===== src/rtl/csr_bus_master_if.sv =====
// ---------------------------------------------------------------------------
// csr_bus_master_if
//
// Bundles the signals around csr_bus_master:
//   request  : req_valid/req_ready handshake with req_addr, req_op, req_wdata,
//              req_rd_zero, req_rs_zero
//   response : rsp_valid/rsp_ready handshake with rsp_rdata, rsp_illegal
//   CSR bus  : csr_read, csr_modify, csr_wdata, csr_addr out;
//              csr_rdata, csr_valid back (wired-OR of all responders)
//
// Modports:
//   master : the view taken by csr_bus_master
//   slave  : the view taken by the environment (requester, consumer, responders)
// ---------------------------------------------------------------------------
interface csr_bus_master_if;
    logic        req_valid;
    logic        req_ready;
    logic [11:0] req_addr;
    logic [1:0]  req_op;
    logic [31:0] req_wdata;
    logic        req_rd_zero;
    logic        req_rs_zero;

    logic        rsp_valid;
    logic        rsp_ready;
    logic [31:0] rsp_rdata;
    logic        rsp_illegal;

    logic        csr_read;
    logic [2:0]  csr_modify;
    logic [31:0] csr_wdata;
    logic [11:0] csr_addr;
    logic [31:0] csr_rdata;
    logic        csr_valid;

    modport master (
        input  req_valid, req_addr, req_op, req_wdata, req_rd_zero, req_rs_zero,
        input  rsp_ready, csr_rdata, csr_valid,
        output req_ready, rsp_valid, rsp_rdata, rsp_illegal,
        output csr_read, csr_modify, csr_wdata, csr_addr
    );

    modport slave (
        output req_valid, req_addr, req_op, req_wdata, req_rd_zero, req_rs_zero,
        output rsp_ready, csr_rdata, csr_valid,
        input  req_ready, rsp_valid, rsp_rdata, rsp_illegal,
        input  csr_read, csr_modify, csr_wdata, csr_addr
    );
endinterface


===== src/rtl/csr_bus_master.sv =====
// ---------------------------------------------------------------------------
// csr_bus_master
//
// Turns one CSR instruction request (write / set / clear) into a single-cycle
// access on a shared CSR bus, captures the responders' wired-OR answer one
// cycle later and returns the old CSR value plus a fault flag to the consumer.
//
// Ports:
//   clk  : single clock, rising-edge
//   rst  : asynchronous active-high reset; aborts any transaction and drops
//          bus drive immediately
//   bus  : csr_bus_master_if.master -- request, response and CSR bus signals
//
// Sequence: IDLE (accept) -> ACCESS (bus driven 1 cycle) -> CAPTURE (sample
// csr_rdata/csr_valid) -> RESP (hold until rsp_ready) -> IDLE.
// Reserved op 00 goes straight from IDLE to RESP as an illegal access.
//
// Optional feature, macro CSR_BUS_MASTER_RO_CHECK_EN: a request that would
// write (eff_write) to the read-only CSR range addr[11:10]==2'b11 is faulted
// locally without touching the bus. Undefined: such writes go on the bus and
// the responders decide.
// ---------------------------------------------------------------------------
module csr_bus_master (
    input  logic                   clk,
    input  logic                   rst,
    csr_bus_master_if.master       bus
);

    typedef enum logic [1:0] {
        IDLE    = 2'd0,
        ACCESS  = 2'd1,
        CAPTURE = 2'd2,
        RESP    = 2'd3
    } state_t;

    localparam logic [1:0] OP_RESERVED = 2'b00;
    localparam logic [1:0] OP_WRITE    = 2'b01;

    state_t      state_reg;
    logic        req_ready_reg;
    logic        rsp_valid_reg;
    logic [31:0] rsp_rdata_reg;
    logic        rsp_illegal_reg;
    logic        csr_read_reg;
    logic [2:0]  csr_modify_reg;
    logic [31:0] csr_wdata_reg;
    logic [11:0] csr_addr_reg;

    // Effective access type of the request currently on the input.
    // A plain write (csrrw) always writes even from x0; set/clear from x0
    // are pure reads. Only csrrw with rd=x0 suppresses the read.
    logic eff_write;
    logic eff_read;
    logic ro_block;
    logic accept;

    always_comb begin
        eff_write = (bus.req_op == OP_WRITE) ||
                    ((bus.req_op != OP_RESERVED) && !bus.req_rs_zero);
        eff_read  = !bus.req_rd_zero || (bus.req_op != OP_WRITE);
    end

`ifdef CSR_BUS_MASTER_RO_CHECK_EN
    assign ro_block = eff_write && (bus.req_addr[11:10] == 2'b11);
`else
    assign ro_block = 1'b0;
`endif

    // req_ready_reg is only ever high in IDLE, so this is the handshake.
    assign accept = bus.req_valid && req_ready_reg;

    // The bus-side output registers double as the latched request fields:
    // they are loaded on acceptance, presented during ACCESS and cleared on
    // the way out of ACCESS, so the bus is idle in every other state.
    always_ff @(posedge clk or posedge rst) begin
        if (rst) begin
            state_reg       <= IDLE;
            req_ready_reg   <= 1'b0;
            rsp_valid_reg   <= 1'b0;
            rsp_rdata_reg   <= 32'h0;
            rsp_illegal_reg <= 1'b0;
            csr_read_reg    <= 1'b0;
            csr_modify_reg  <= 3'b000;
            csr_wdata_reg   <= 32'h0;
            csr_addr_reg    <= 12'h000;
        end else begin
            case (state_reg)
                IDLE: begin
                    // First edge after reset release raises req_ready.
                    req_ready_reg <= 1'b1;
                    if (accept) begin
                        req_ready_reg <= 1'b0;
                        if ((bus.req_op == OP_RESERVED) || ro_block) begin
                            // Faulted locally: no bus cycle, answer next cycle.
                            state_reg       <= RESP;
                            rsp_valid_reg   <= 1'b1;
                            rsp_rdata_reg   <= 32'h0;
                            rsp_illegal_reg <= 1'b1;
                        end else begin
                            state_reg      <= ACCESS;
                            csr_addr_reg   <= bus.req_addr;
                            csr_read_reg   <= eff_read;
                            csr_modify_reg <= eff_write ? {1'b0, bus.req_op} : 3'b000;
                            csr_wdata_reg  <= bus.req_wdata;
                        end
                    end
                end

                ACCESS: begin
                    state_reg      <= CAPTURE;
                    csr_addr_reg   <= 12'h000;
                    csr_read_reg   <= 1'b0;
                    csr_modify_reg <= 3'b000;
                    csr_wdata_reg  <= 32'h0;
                end

                CAPTURE: begin
                    // rdata is taken as-is even when nobody answered; the
                    // illegal flag alone marks the fault.
                    state_reg       <= RESP;
                    rsp_valid_reg   <= 1'b1;
                    rsp_rdata_reg   <= bus.csr_rdata;
                    rsp_illegal_reg <= !bus.csr_valid;
                end

                RESP: begin
                    if (bus.rsp_ready) begin
                        state_reg     <= IDLE;
                        rsp_valid_reg <= 1'b0;
                        req_ready_reg <= 1'b1;
                    end
                end

                default: begin
                    state_reg <= IDLE;
                end
            endcase
        end
    end

    assign bus.req_ready   = req_ready_reg;
    assign bus.rsp_valid   = rsp_valid_reg;
    assign bus.rsp_rdata   = rsp_rdata_reg;
    assign bus.rsp_illegal = rsp_illegal_reg;
    assign bus.csr_read    = csr_read_reg;
    assign bus.csr_modify  = csr_modify_reg;
    assign bus.csr_wdata   = csr_wdata_reg;
    assign bus.csr_addr    = csr_addr_reg;

endmodule


===== src/flat_wrapper.sv =====
// flat-port wrapper written by rule: the top's interface ports become plain ports
module csr_bus_master_flat 
  (clk, rst, bus_req_valid, bus_req_addr, bus_req_op, bus_req_wdata, bus_req_rd_zero, bus_req_rs_zero, bus_rsp_ready, bus_csr_rdata, bus_csr_valid, bus_req_ready, bus_rsp_valid, bus_rsp_rdata, bus_rsp_illegal, bus_csr_read, bus_csr_modify, bus_csr_wdata, bus_csr_addr);
  csr_bus_master_if bus_i ();
  input  logic clk;
  input  logic rst;
  input wire logic [$bits(bus_i.req_valid)-1:0] bus_req_valid;
  input wire logic [$bits(bus_i.req_addr)-1:0] bus_req_addr;
  input wire logic [$bits(bus_i.req_op)-1:0] bus_req_op;
  input wire logic [$bits(bus_i.req_wdata)-1:0] bus_req_wdata;
  input wire logic [$bits(bus_i.req_rd_zero)-1:0] bus_req_rd_zero;
  input wire logic [$bits(bus_i.req_rs_zero)-1:0] bus_req_rs_zero;
  input wire logic [$bits(bus_i.rsp_ready)-1:0] bus_rsp_ready;
  input wire logic [$bits(bus_i.csr_rdata)-1:0] bus_csr_rdata;
  input wire logic [$bits(bus_i.csr_valid)-1:0] bus_csr_valid;
  output wire logic [$bits(bus_i.req_ready)-1:0] bus_req_ready;
  output wire logic [$bits(bus_i.rsp_valid)-1:0] bus_rsp_valid;
  output wire logic [$bits(bus_i.rsp_rdata)-1:0] bus_rsp_rdata;
  output wire logic [$bits(bus_i.rsp_illegal)-1:0] bus_rsp_illegal;
  output wire logic [$bits(bus_i.csr_read)-1:0] bus_csr_read;
  output wire logic [$bits(bus_i.csr_modify)-1:0] bus_csr_modify;
  output wire logic [$bits(bus_i.csr_wdata)-1:0] bus_csr_wdata;
  output wire logic [$bits(bus_i.csr_addr)-1:0] bus_csr_addr;
  assign bus_i.req_valid = bus_req_valid;
  assign bus_i.req_addr = bus_req_addr;
  assign bus_i.req_op = bus_req_op;
  assign bus_i.req_wdata = bus_req_wdata;
  assign bus_i.req_rd_zero = bus_req_rd_zero;
  assign bus_i.req_rs_zero = bus_req_rs_zero;
  assign bus_i.rsp_ready = bus_rsp_ready;
  assign bus_i.csr_rdata = bus_csr_rdata;
  assign bus_i.csr_valid = bus_csr_valid;
  assign bus_req_ready = bus_i.req_ready;
  assign bus_rsp_valid = bus_i.rsp_valid;
  assign bus_rsp_rdata = bus_i.rsp_rdata;
  assign bus_rsp_illegal = bus_i.rsp_illegal;
  assign bus_csr_read = bus_i.csr_read;
  assign bus_csr_modify = bus_i.csr_modify;
  assign bus_csr_wdata = bus_i.csr_wdata;
  assign bus_csr_addr = bus_i.csr_addr;
  csr_bus_master u_core (.clk(clk), .rst(rst), .bus(bus_i));
endmodule

===== config.mk =====
export PLATFORM = sky130hd
export DESIGN_NAME = csr_bus_master_flat
export DESIGN_NICKNAME = d
export VERILOG_FILES = /design/src/rtl/csr_bus_master_if.sv /design/src/rtl/csr_bus_master.sv /design/src/flat_wrapper.sv
export SDC_FILE = /design/constraint.sdc
export NUM_CORES = 1
export LEC_CHECK = 0
export CORE_MARGIN = 5
export CORE_UTILIZATION = 50
export CTS_CLUSTER_DIAMETER = 80
export CTS_CLUSTER_SIZE = 14
export DETAILED_ROUTE_END_ITERATION = 8
export DONT_BUFFER_PORTS = 1
export PLACE_DENSITY = 0.72
export SYNTH_ARGS = -nofsm -noshare
export SYNTH_HDL_FRONTEND = slang
export SYNTH_SLANG_ARGS = --single-unit

===== constraint.sdc =====
create_clock -name clk -period 6.2 [get_ports clk]
set_input_delay 1.24 -clock clk [delete_from_list [all_inputs] [get_ports clk]]
set_output_delay 1.24 -clock clk [all_outputs]
set_load 0.005 [all_outputs]

==> out/summary.md <==
Once the clock tree was built, the setup fixing pass inserted 0 buffers. Global routing used 17.3% of the available tracks across all layers. The I/O pin total was 168; the Yosys warning count was 0.

Iteration count of the initial detailed-routing pass: 4. Clock-pin slew was measured on the worst setup and hold paths at 80 ps. The first global-routing pass estimated 13,400 um of wire. Detailed placement ended at an HPWL of 5740 um.

The run gives 3400 ps as the setup slack of the most critical reg-to-reg path. The share of power burned in the clock network came out at 21.8%. Relative to the synthesized area, the layout overhead comes to 7.63%. The delay of the slowest critical-path stage was 950 ps. For the worst-skew pair, the clock arrives at the later sink with an insertion delay of 340 ps. The hold slack is 542 ps, and the die footprint is 9490 um^2.

The worst hold path begins at u_core.bus.csr_wdata[12]. After floorplanning, the core was divided into 31 placement rows. Port buffering added 0 buffers.

Counting along the longest clock path gives a buffer depth of 2. The largest fanout on the critical path is 33. The run finished with clean final reports.

The fraction of final layout cells sized beyond drive strength 1 is 20.2%, and the internal power of the cells is 1.47 mW. The final critical-path required period is 2800 ps. The worst setup path is launched from a flip-flop.

The signal on the critical path passes through inv_1, ha_1, nand2b_1, a21boi_2, buf_4, o22ai_1. The fraction of power consumed by combinational cells came out at 36.8%. The final weighted congestion of routability-driven global placement was 0.752; the mean instance size in the synthesized netlist was 11.1 um^2. The max-slew violation total from the final report came out at 0. The startpoint identified for the worst register-to-register timing path is u_core.state_reg[0]. Dividing total power by cell area gives a power density of 548 nW/um^2. The number of nets produced by synthesis is 436, and the net total in the final layout is 429. Hold repair after CTS inserted 0 buffers. Setup violations remaining at the end of the flow were counted as 0. The number of max-capacitance violations reported came out at 0. The run gives 7330 um^2 as the placeable core region. Dividing the detail-routed via count by the number of cells gives 5.63. Sequential cells account for 41.4% of the total power. The number of different library cells in the post-synthesis netlist came out at 30. Once detail routing completed, the nets flagged for antenna violations numbered 0. In this run the power spent charging and discharging nets is 0.789 mW.

For this block, the routed nets add up to 8300 um of wire. After technology mapping, the gate count stands at 344. The number of global-route vias before repair is 2,550.

In this run, post-CTS repair resized a total of 0 instances. Setup repair after global routing left no endpoint under its margin. Derived from the worst setup path, the maximum achievable clock frequency is 0.357 GHz.

For this run, design rule violations remaining after detail routing come to 0. Broken down by cell family, the worst path's largest delay share belongs to simple AND/OR/NAND/NOR gates. The repair_antennas step left the layout with diodes totalling 0.

After detailed routing, the average wire length per cell comes to 18.9 um. From bottom edge to top edge, the die measures 97.4 um. The tools report the capturing element type of the critical path as a flip-flop. The run gives 85 as the maximum number of pins on one net before global-route repair.

The critical path in this run is classified as flip-flop to flip-flop. Summing the sequential cell areas from Yosys gives 55.0% of the chip area. The initial cell density of the core came out at 52.1%. At the pin with the least slew margin, the transition time is 1180 ps. The total number of clock tree sinks was 84.

Summed over all failing endpoints, the final setup total negative slack is 0 ps. The run gives 3 as the H-tree level count. The final number of hold-violating endpoints is 0.

Critical path's slowest cell: sky130_fd_sc_hd__nand2b_1. TritonCTS built the clock tree. The detailed router finished its first iteration with 28 violations. The number of vias in the routed layout came out at 2,477. The net switching fraction of the power is 35.0%.

The tightest min-delay check is of the flip-flop to flip-flop type. Leakage power: 1.80 nW. The root buffer cell chosen for the clock tree is sky130_fd_sc_hd__clkbuf_8.

Required time of the worst setup path: 6400 ps. For the mapped cell area, the log shows 3820 um^2. Final period utilization: 45.2%. Headroom to the max-slew limit came out at 21.3%.

On the final layout, the worst clock skew is 10.6 ps. Counting both buffers and inverters, the worst setup path holds a total of 2. The logs give 0 for the remaining global-route overflow and 3010 ps for the arrival time of data at the critical path endpoint. The worst-case IR drop observed on VDD is 209 uV.

The flop and latch count out of synthesis is 84. The tools report the launching instance or port of the critical path as u_core.state_reg[0]. Clock tree synthesis inserted a total of 9 buffers. The initial antenna violation count was 0; the width of the die was 97.4 um.
-- cell usage after synthesis --
cell | number | area (um^2)
sky130_fd_sc_hd__a21boi_0 | 1 | 7.51
sky130_fd_sc_hd__a21boi_2 | 1 | 11.3
sky130_fd_sc_hd__a21oi_1 | 2 | 10.0
sky130_fd_sc_hd__a21oi_4 | 1 | 16.3
sky130_fd_sc_hd__a221o_1 | 1 | 10.0
sky130_fd_sc_hd__a22oi_1 | 2 | 15.0
sky130_fd_sc_hd__and4bb_2 | 1 | 12.5
sky130_fd_sc_hd__buf_2 | 7 | 35.0
sky130_fd_sc_hd__buf_4 | 1 | 7.51
sky130_fd_sc_hd__buf_6 | 4 | 45.0
sky130_fd_sc_hd__clkbuf_1 | 11 | 41.3
sky130_fd_sc_hd__conb_1 | 1 | 3.75
sky130_fd_sc_hd__dfrtp_1 | 84 | 2100
sky130_fd_sc_hd__ha_1 | 7 | 87.6
sky130_fd_sc_hd__inv_1 | 7 | 26.3
sky130_fd_sc_hd__mux2_2 | 44 | 495
sky130_fd_sc_hd__mux2i_1 | 2 | 20.0
sky130_fd_sc_hd__nand2_1 | 67 | 251
sky130_fd_sc_hd__nand2b_1 | 3 | 18.8
sky130_fd_sc_hd__nand3_1 | 3 | 15.0
sky130_fd_sc_hd__nor2_1 | 3 | 11.3
sky130_fd_sc_hd__nor2b_1 | 47 | 294
sky130_fd_sc_hd__nor3_1 | 1 | 5.00
sky130_fd_sc_hd__nor3b_1 | 1 | 7.51
sky130_fd_sc_hd__o211ai_1 | 1 | 7.51
sky130_fd_sc_hd__o211ai_2 | 1 | 12.5
sky130_fd_sc_hd__o21ai_0 | 5 | 25.0
sky130_fd_sc_hd__o22ai_1 | 32 | 200
sky130_fd_sc_hd__o2bb2ai_1 | 2 | 17.5
sky130_fd_sc_hd__o32a_1 | 1 | 10.0
-- per-stage QoR --
stage / cell area (um^2) / cells / power [mW] / utilization (%) / setup slack, ps
2_1_floorplan: 3820 / 344 / 1.64 / - / 2790
3_3_place_gp: 3860 / 425 / 1.74 / 52.7 / 3590
3_5_place_dp: 3860 / 425 / 1.79 / 52.7 / 3410
4_1_cts: 4110 / 440 / 2.29 / 56.1 / 3400
5_1_grt: 4110 / 440 / 2.41 / 56.1 / 3150
6_report: 4110 / 440 / 2.25 / 56.1 / 3400
-- cell families after synthesis --
| logic type | share of synthesized area [%] |
|---|---|
| DFF | 55.0 |
| and+or+nand+nor | 16.1 |
| other | 0.0981 |
| adders and majority gates | 2.29 |
| buffers and inverters | 4.06 |
| AOI/OAI and AO/OA | 8.97 |
| muxes | 13.5 |
-- power by group through the flow --
stage	logic (mW)	clock network, mW	registers [mW]
final	0.829	0.492	0.934
after global routing	0.928	0.525	0.960
after CTS	0.844	0.504	0.941
after detailed placement	0.842	0	0.951
after global placement	0.803	0	0.942
after floorplan	0.757	0	0.887
-- worst reg2reg max path, cell delays in order, from the launching register on --
cell and delay (ps):
sky130_fd_sc_hd__dfrtp_1 420, sky130_fd_sc_hd__inv_1 170, sky130_fd_sc_hd__ha_1 380, sky130_fd_sc_hd__nand2b_1 950
sky130_fd_sc_hd__a21boi_2 290, sky130_fd_sc_hd__buf_4 320, sky130_fd_sc_hd__o22ai_1 140
-- routing by layer --
| metal | global-route usage [%] | vias up | wire (um) |
|---|---|---|---|
| li1 | - | 1143 | - |
| met1 | 21.6 | 1209 | 3380 |
| met2 | 26.0 | 117 | 3870 |
| met3 | 8.69 | 8 | 950 |
| met4 | 5.75 | 0 | 95 |
| met5 | 0 | - | 0 |
-- cell type report --
cell class,count,area [um^2]
fill,648,3220
sequential,84,2100
multi-input combinational,230,1570
clock buffer,10,128
clock inverter,5,125
tap,99,124
timing repair buffer,5,37.5
inverter,7,27.5
-- final timing paths --
kind,depth (start not counted),to
max,6,u_core.bus.rsp_rdata[18]
min,1,u_core.bus.csr_wdata[12]
max reg2reg,6,u_core.bus.rsp_rdata[18]
min reg2reg,1,u_core.bus.csr_wdata[12]
max in group asynchronous,2,u_core.bus.csr_modify[0]
min in group asynchronous,2,u_core.bus.csr_wdata[28]
-- placed cells by master (no fill, tap or decap), types with 2 or more instances in the layout --
| master | n |
|---|---|
| sky130_fd_sc_hd__dfrtp_1 | 84 |
| sky130_fd_sc_hd__nand2_1 | 67 |
| sky130_fd_sc_hd__nor2b_1 | 47 |
| sky130_fd_sc_hd__mux2_2 | 44 |
| sky130_fd_sc_hd__o22ai_1 | 32 |
| sky130_fd_sc_hd__clkbuf_8 | 9 |
| sky130_fd_sc_hd__ha_1 | 7 |
| sky130_fd_sc_hd__inv_1 | 6 |
| sky130_fd_sc_hd__o21ai_0 | 5 |
| sky130_fd_sc_hd__buf_4 | 5 |
| sky130_fd_sc_hd__bufinv_16 | 4 |
| sky130_fd_sc_hd__nor2_1 | 3 |
| sky130_fd_sc_hd__nand2b_1 | 3 |
| sky130_fd_sc_hd__nand3_1 | 3 |
| sky130_fd_sc_hd__a21oi_1 | 2 |
| sky130_fd_sc_hd__o2bb2ai_1 | 2 |
| sky130_fd_sc_hd__a22oi_1 | 2 |
| sky130_fd_sc_hd__mux2i_1 | 2 |
| sky130_fd_sc_hd__clkinv_2 | 2 |
No activity file was read; power rests on OpenSTA's default activity.
==> variant (same flow settings) <==
The option `CSR_BUS_MASTER_RO_CHECK_EN` is turned on by a define.
--- a/src/rtl/csr_bus_master.sv
+++ b/src/rtl/csr_bus_master.sv
@@ -20,6 +20,8 @@
 // locally without touching the bus. Undefined: such writes go on the bus and
 // the responders decide.
 // ---------------------------------------------------------------------------
+`define CSR_BUS_MASTER_RO_CHECK_EN
+
 module csr_bus_master (
     input  logic                   clk,
     input  logic                   rst,
Check against the original RTL: not equivalent (Yosys sat finds a counterexample within 4 cycles, from zero or initial values and one cycle with rst high).
==> variant against the unedited design <==
- area after synthesis fell by 2.1%
- sequential cell count unchanged
- worst setup slack got worse by 0.15 ns
- worst hold slack got worse by 0.0069 ns
- routed wire length up 14%
- clock power down 12%
- cell area is 3.7% lower
- die area decreased by 1.9%
- power shrank 10%
==> variant: results (changes against the unedited design) <==
* Final Cycle Share at 47.6% (+2.4 points)
* CP startpoint: bus_req_op[0]
* Via count at 2748 (+11%)
* Crit path DAT at 3.12 ns (+0.11 ns)
* Largest net degree at the start of global routing at 71 (-16%)
* Wirelength, routed at 9450 um (+14%)
* Starting DRT DRC Count at 137 (+390%)
* Final #Nets at 437 (+1.9%)
* Comb_multi_in at 240 (+4.3%)
* Synth area leaders: dfrtp_1 56%, a22o_1 11%, nand2_1 6.9%
* Syn Nets at 453 (+3.9%)
* ClkCell Share at 5.62% (-0.52 points)
* Max stage delay on crit path at 0.95 ns (about the same)
* Post-synth top cells: 84 x dfrtp_1, 69 x nand2_1, 45 x a22o_1
* Routability congestion estimate at 0.761 (+1.2%)
* P_seq at 967 uW (+3.5%)
* Total power at 2030 uW (-10%)
* Reg-to-Reg End: u_core.bus.csr_read
* Slowest-stage cell, CP: and4_1
* Initial antenna violation count at 0 (unchanged)
* Relative slew slack at 23.1% (+1.8 points)
* Library cells used by synthesis at 27 (-10%)
* Vias in the first global route at 2628 (+3.1%)
* R2r setup slk at 3.88 ns (+0.48 ns)
* Non-clock buffer share of cell area at 0.947% (+0.035 points)
* First-pass GRT wire length at 14000 um (+4.4%)
* Clock transition at the registers of the reported paths at 0.08 ns (about the same)
* Crit path to: u_core.bus.rsp_rdata[3]
* Leakage at 0.00177 uW (-1.6%)
* Seq/total area at 53.0% (+2.0 points)
* GRT Overall Usage at 19.5% (+2.3 points)
* Sw frac at 38.1% (+3.1 points)
* Post-CTS setup buffer count at 0 (unchanged)
* Worst-path fanout max at 38 (+15%)
* Peak supply drop at 0.000198 V (-5.0%)
* First-pass detailed-route iteration total at 5 (+1)
* Worst R2R Start: u_core.state_reg[1]
* Dpl ws at 2.81 ns (-0.606 ns)
* Outcome: completed
* Multi-input logic area at 1450 um^2 (-7.7%)
* Fin Hold WS at 0.536 ns (-0.00686 ns)
* Sequential-to-total area share from yosys stat at 56.2% (+1.2 points)
* Clock skew at 0.0129 ns (+0.00233 ns)
* Layout cell share with drive strength beyond 1 at 7.12% (-13 points)
* Vias per inst at 6.11 (+8.5%)
* Reg2reg path depth at 5 (-1)
* Post-CTS sizing at 0 (unchanged)
* Post-DP HPWL at 6330 um (+10%)
* Mean Syn Cell Area at 10.3 um^2 (-7.2%)
* Combinational power share at 31.0% (-5.8 points)
-- variant: stage by stage --
stage,instance area [um^2],utilization (%)
2_1_floorplan,3740,-
3_3_place_gp,3740,51.6
3_5_place_dp,3740,51.6
4_1_cts,3960,54.6
5_1_grt,3960,54.6
6_report,3960,54.6
-- variant: worst min path at each step --
| stage | startpoint | end | cells past startpoint |
|---|---|---|---|
| 2_1_floorplan | u_core.bus.csr_modify[0] | u_core.bus.csr_modify[0] | 1 |
| 3_3_place_gp | u_core.bus.csr_wdata[24] | u_core.bus.csr_wdata[24] | 1 |
| 3_5_place_dp | u_core.bus.csr_wdata[19] | u_core.bus.csr_wdata[19] | 1 |
| 4_1_cts | u_core.bus.csr_modify[0] | u_core.bus.csr_modify[0] | 1 |
| 5_1_grt | u_core.bus.csr_wdata[6] | u_core.bus.csr_wdata[6] | 1 |
| 6_report | u_core.bus.csr_addr[6] | u_core.bus.csr_addr[6] | 1 |
-- variant: per-layer routing --
layer,vias up,wire length [um],global-route usage (%)
met5,-,0,0
met4,0,74,6.19
met3,6,1290,8.13
met2,138,4460,30.1
met1,1355,3630,25.2
li1,1249,-,-
-- variant: cells by family (layout without fill, tap and decap cells) --
logic type	after synthesis	in the layout	synth area share [%]
AO/OA/AOI/OAI	124	124	24.3
adder cells (fa/ha/maj)	5	5	1.67
buffers and inverters	39	27	5.85
flip-flops	84	84	56.2
multiplexers	1	1	0.267
other	1	1	0.100
AND/OR/NAND/NOR	109	109	11.7
-- variant: worst register-to-register path: cells and delay by family, from the launching register on --
family	cells	cell delay [ns]
buffers and inverters	2	0.31
adder cells (fa/ha/maj)	1	0.34
AO/OA/AOI/OAI	2	1.20
flip-flops	1	0.41
